`config.mk`:
```
export PLATFORM = sky130hd
export DESIGN_NAME = intc_prio
export DESIGN_NICKNAME = d
export VERILOG_FILES = /design/src/rtl/intc_pkg.sv /design/src/rtl/lsb_isolate.sv /design/src/rtl/intc_prio.sv
export SDC_FILE = /design/constraint.sdc
export NUM_CORES = 1
export LEC_CHECK = 0
export ABC_AREA = 1
export CAP_MARGIN = 10
export CORE_MARGIN = 8
export CORE_UTILIZATION = 45
export CTS_CLUSTER_SIZE = 10
export DETAILED_ROUTE_END_ITERATION = 8
export GPL_TIMING_DRIVEN = 0
export PLACE_DENSITY = 0.83
export SLEW_MARGIN = 15
export SYNTH_ARGS = -nofsm -noshare
export SYNTH_HDL_FRONTEND = slang
export SYNTH_SLANG_ARGS = --single-unit
```
`constraint.sdc`:
```
create_clock -name clk -period 1.6 [get_ports clk]
set_clock_uncertainty 0.1 [all_clocks]
set_input_delay 0.32 -clock clk [delete_from_list [all_inputs] [get_ports clk]]
set_output_delay 0.32 -clock clk [all_outputs]
set_load 0.01 [all_outputs]
```
`src/rtl/intc_pkg.sv`:
```
// Shared constants and helpers for the intc_prio interrupt controller.
package intc_pkg;

  // Default number of interrupt channels.
  localparam int N_IRQ_DEF = 8;

  // Channel used by the synchronous (non-maskable) exception.
  localparam int EXC_IDX = 0;

  // Index of the lowest set bit of a (one-hot) vector, -1 when the vector is zero.
  function automatic int onehot_index(input logic [31:0] v);
    for (int i = 0; i < 32; i++) begin
      if (v[i]) return i;
    end
    return -1;
  endfunction

endpackage

```
`src/rtl/lsb_isolate.sv`:
```
// Returns the lowest set bit of a vector as a one-hot vector (zero in, zero out).
module lsb_isolate #(
  parameter int W = 8
) (
  input  logic [W-1:0] vec,
  output logic [W-1:0] lsb
);

  // Two's-complement trick: vec & -vec keeps only the lowest set bit.
  assign lsb = vec & (~vec + W'(1));

endmodule

```
`src/rtl/intc_prio.sv`:
```
// Nested-priority interrupt controller. Channel 0 is the highest priority and
// is also set directly by the synchronous exception input.
// Optional feature macro: INTC_NEST_EN (defined = nesting/preemption allowed,
// undefined = single-level, req only while nothing is in service).
//
// Handshake: req/req_vec are a level "valid" derived purely from registers;
// the control unit takes the call by raising ack in a cycle where req=1, and
// the transfer completes at that rising edge. ack while req=0 is ignored.
module intc_prio
  import intc_pkg::*;
#(
  parameter int N_IRQ = N_IRQ_DEF
) (
  input  logic             clk,
  input  logic             reset,
  input  logic [N_IRQ-1:0] irq,
  input  logic             exc,
  input  logic             mask_we,
  input  logic [N_IRQ-1:0] mask_d,
  input  logic             ack,
  input  logic             reti,
  output logic             req,
  output logic [N_IRQ-1:0] req_vec,
  output logic [N_IRQ-1:0] isr,
  output logic [N_IRQ-1:0] pending
);

  // irq_s samples the raw lines; irq_q holds the previous sample for edge detect.
  logic [N_IRQ-1:0] irq_s;
  logic [N_IRQ-1:0] irq_q;
  logic [N_IRQ-1:0] pend_r;
  logic [N_IRQ-1:0] mask;
  logic [N_IRQ-1:0] isr_r;

  logic [N_IRQ-1:0] mask_eff;
  logic [N_IRQ-1:0] elig;
  logic [N_IRQ-1:0] cand;
  logic [N_IRQ-1:0] cur;
  logic [N_IRQ-1:0] set;
  logic [N_IRQ-1:0] ack_set;
  logic [N_IRQ-1:0] reti_clr;

  // Channel 0 is never masked; its stored mask bit is ignored.
  always_comb begin
    mask_eff          = mask;
    mask_eff[EXC_IDX] = 1'b1;
  end

  assign elig = pend_r & mask_eff;

  lsb_isolate #(.W(N_IRQ)) u_cand (.vec(elig),  .lsb(cand));
  lsb_isolate #(.W(N_IRQ)) u_cur  (.vec(isr_r), .lsb(cur));

  // Request decision; both vectors are one-hot so a numeric compare orders priority.
  always_comb begin
`ifdef INTC_NEST_EN
    req = (cand != '0) && ((isr_r == '0) || (cand < cur));
`else
    req = (cand != '0) && (isr_r == '0);
`endif
    req_vec = req ? cand : '0;
  end

  // Set/clear terms for the pending and in-service registers.
  always_comb begin
    set          = irq_s & ~irq_q;
    set[EXC_IDX] = set[EXC_IDX] | exc;
    ack_set      = (ack && req) ? cand : '0;
`ifdef INTC_NEST_EN
    reti_clr     = reti ? cur : '0;
`else
    reti_clr     = reti ? isr_r : '0;
`endif
  end

  // State registers; every update uses pre-edge values.
  always_ff @(posedge clk or negedge reset) begin
    if (!reset) begin
      irq_s  <= '0;
      irq_q  <= '0;
      pend_r <= '0;
      mask   <= '0;
      isr_r  <= '0;
    end else begin
      irq_s  <= irq;
      irq_q  <= irq_s;
      pend_r <= (pend_r & ~ack_set) | set;
      isr_r  <= (isr_r & ~reti_clr) | ack_set;
      if (mask_we) mask <= mask_d;
    end
  end

  assign isr     = isr_r;
  assign pending = pend_r;

endmodule

```
==> results.yml <==
timing:
  worstMarginPinSlew_ps: 467
  min_period_ps: 1990
  hold_viol_final: 0
  setup_ws_ps: -390
  finalSetupViolations: 25
  slew_violations: 0
  max_slew_margin_pct: 68.9
  period_share_pct: 124
  grt_setup_unrepaired: "true"
  fmax_ghz: 0.502
setup_path:
  crit_slowest_cell: "dfrtp_1"
  crit_path_end_kind: "primary output"
  start_kind: "flip-flop"
  crit_chain: "inv_2, nand2_4, nor2_4, nand3_2, nor2_2, buf_2"
  slowest_delay_ps: 420
  r2r_cells: 9
  required_ps: 1180
  arrival_ps: 1570
  cp_max_fo: 4
  worstSetupPathType: "flip-flop to primary output"
yosys:
  syn-cell-area_sq_um: 1530
  synth_top_area_share_pct: 63.7
  ys_types: 16
  synth.area.top_cells: "dfrtp_1 (64%), nand2_1 (9.6%), mux2_2 (5.1%), inv_1 (4.9%), nor2_1 (4.2%)"
  synthesis.nets: 174
  synth-compound-area-share_pct: 6.94
  synth-adder-area-share_pct: 0
  yosysWarnings: 0
  yosysTopAreaCell: "dfrtp_1"
  syn_inst: 152
  synth_seq_cells: 39
  avgSynthCellArea_sq_um: 10.1
  synth-simple-area-share_pct: 18.1
  yosysSeqAreaShare_pct: 63.7
  synth.area.mux_share_pct: 5.14
  synth_top_family_by_area: "simple AND/OR/NAND/NOR gates"
  synth_xor_area_share_pct: 0
global_routing:
  globalRoute.totalOverflow: 0
  grt_max_degree: 22
  grt_pass1_vias: 1328
  grt_pass1_wl_mm: 6.00
  antenna_found_initial: 0
  track_usage_pct: 14.7
route:
  wl_mm: 4.15
  ant_nets: 0
  drtIter0Drc: 65
  dr.pass1.iters: 5
  drc_errors: 0
  route.detailed.wl_per_inst_um: 14.9
  viasPerCell: 4.85
  vias: 1354
placed_design:
  post-place-ws_ps: -549
  dp.cells: 243
  post_dp_cell_area_sq_um: 2050
  dp_hpwl_mm: 2.53
  io_buffer_count: 44
  gp_congestion: 0.800
layout:
  diodes: 0
  drive_gt1_share_pct: 36.5
  final_common_cell: "dfrtp_1"
  fill_cells: 241
  final_cells: 279
  design_area_sq_um: 2400
  area_delta_synth_final_pct: 56.4
  layout.nets: 254
  mostFrequentLayoutCells: "dfrtp_1 (39), nand2_1 (32), buf_4 (23), inv_1 (20), clkdlybuf4s50_1 (18)"
floorplanning:
  core_area_sq_um: 3310
  die_w_um: 74.4
  rows: 21
  die-height_um: 74.4
  initial_core_util_pct: 46.3
  ioPinCount: 47
  die_area_sq_um: 5530
clock_network:
  cts_sinks: 39
  htreeDepth: 2
  clk_pin_slew_ps: 110
  clk_path_buf_depth: 2
  cts_buffers: 5
  root_buffer: "clkbuf_4"
  clk_latency_ps: 350
  cts_tree: "built"
power:
  irDropWorstVdd_mv: 0.610
  p_per_area_nw_per_um2: 959
  leakagePower_nw: 1.22
job:
  maxCapViolations: 0
status:
  violations: "setup timing"
  status: "finished with violations"
hold_path:
  min_path_cells: 0
  hp-class: "flip-flop to flip-flop"
==> worst max-delay path, delay by kind of cell (launching register included) <==
kind	cells	cell delay, ps
buffers and inverters	2	250
AND/OR/NAND/NOR	4	550
flip-flops	1	420
==> layout make-up <==
type,count,area (sq um),area share (%)
buffer,2,18.8,0.783
inverter,21,78.8,3.29
clock buffer,7,65.1,2.71
tap,46,57.6,2.40
sequential,39,976,40.7
multi-input combinational,91,564,23.5
timing repair buffer,72,629,26.3
clock inverter,1,7.51,0.313
==> report_power, final <==
| group | total, W | switching, W | internal (W) |
|---|---|---|---|
| sequential | 0.00108 | 0.0000340 | 0.00105 |
| clock | 0.000575 | 0.000318 | 0.000257 |
| combinational | 0.000644 | 0.000330 | 0.000314 |
==> final timing paths <==
kind / startpoint / endpoint / slack (ps)
max reg2reg: pending[0]$_DFF_PN0_ / isr[2]$_DFF_PN0_ / -150
min reg2reg: irq_s[6]$_DFF_PN0_ / irq_q[6]$_DFF_PN0_ / 290
min: irq_s[6]$_DFF_PN0_ / irq_q[6]$_DFF_PN0_ / 290
min in group asynchronous: reset / irq_s[7]$_DFF_PN0_ / 350
max in group asynchronous: reset / irq_q[1]$_DFF_PN0_ / 600
max: pending[0]$_DFF_PN0_ / req_vec[4] / -390
==> logic make-up (layout without fill, tap and decap cells) <==
kind of cell / after synthesis / after routing
buf+inv: 23 / 103
flops: 39 / 39
mux: 7 / 7
simple gates: 66 / 67
compound gates: 17 / 17
==> synthesized netlist by cell type (all sizes together) <==
cell type,number
nor2,19
nand2,41
dfrtp,39
nand3,6
inv,21
buf,1
mux2,7
o21ai,8
clkbuf,1
a21oi,2
o21bai,7
==> what timing repair did <==
| item | CTS | global route |
|---|---|---|
| pin swaps | 11 | 6 |
| hold endpoints to repair | 18 | 0 |
| endpoints found under the setup margin | 25 | 34 |
| hold buffers | 1 | 0 |
| gates cloned | 1 | 1 |
| gates resized for setup | 79 | 21 |
| setup buffers | 18 | 8 |
==> metrics by stage <==
stage	utilization, %	hold WS [ps]	TNS [ps]	total power, W
finish	72.4	288	-5010	0.00230
global route	72.4	277	-6960	0.00241
CTS	69.3	286	-2700	0.00222
detailed placement	62.0	203	-4620	0.00154
global placement	61.3	258	-32500	0.00152
floorplan	-	-75.6	0	0.00131
==> flip-flops by register name (all words and copies together) (netlist names) <==
name	count
irq_q	8
irq_s	8
isr	8
pending	8
mask	7
==> per-layer routing <==
layer	routed length, um	global-route usage [%]
met1	1490	14.4
met2	2260	27.4
met3	312	5.26
met4	96	5.43
met5	0	0
Power figures use the tool's default switching activity.
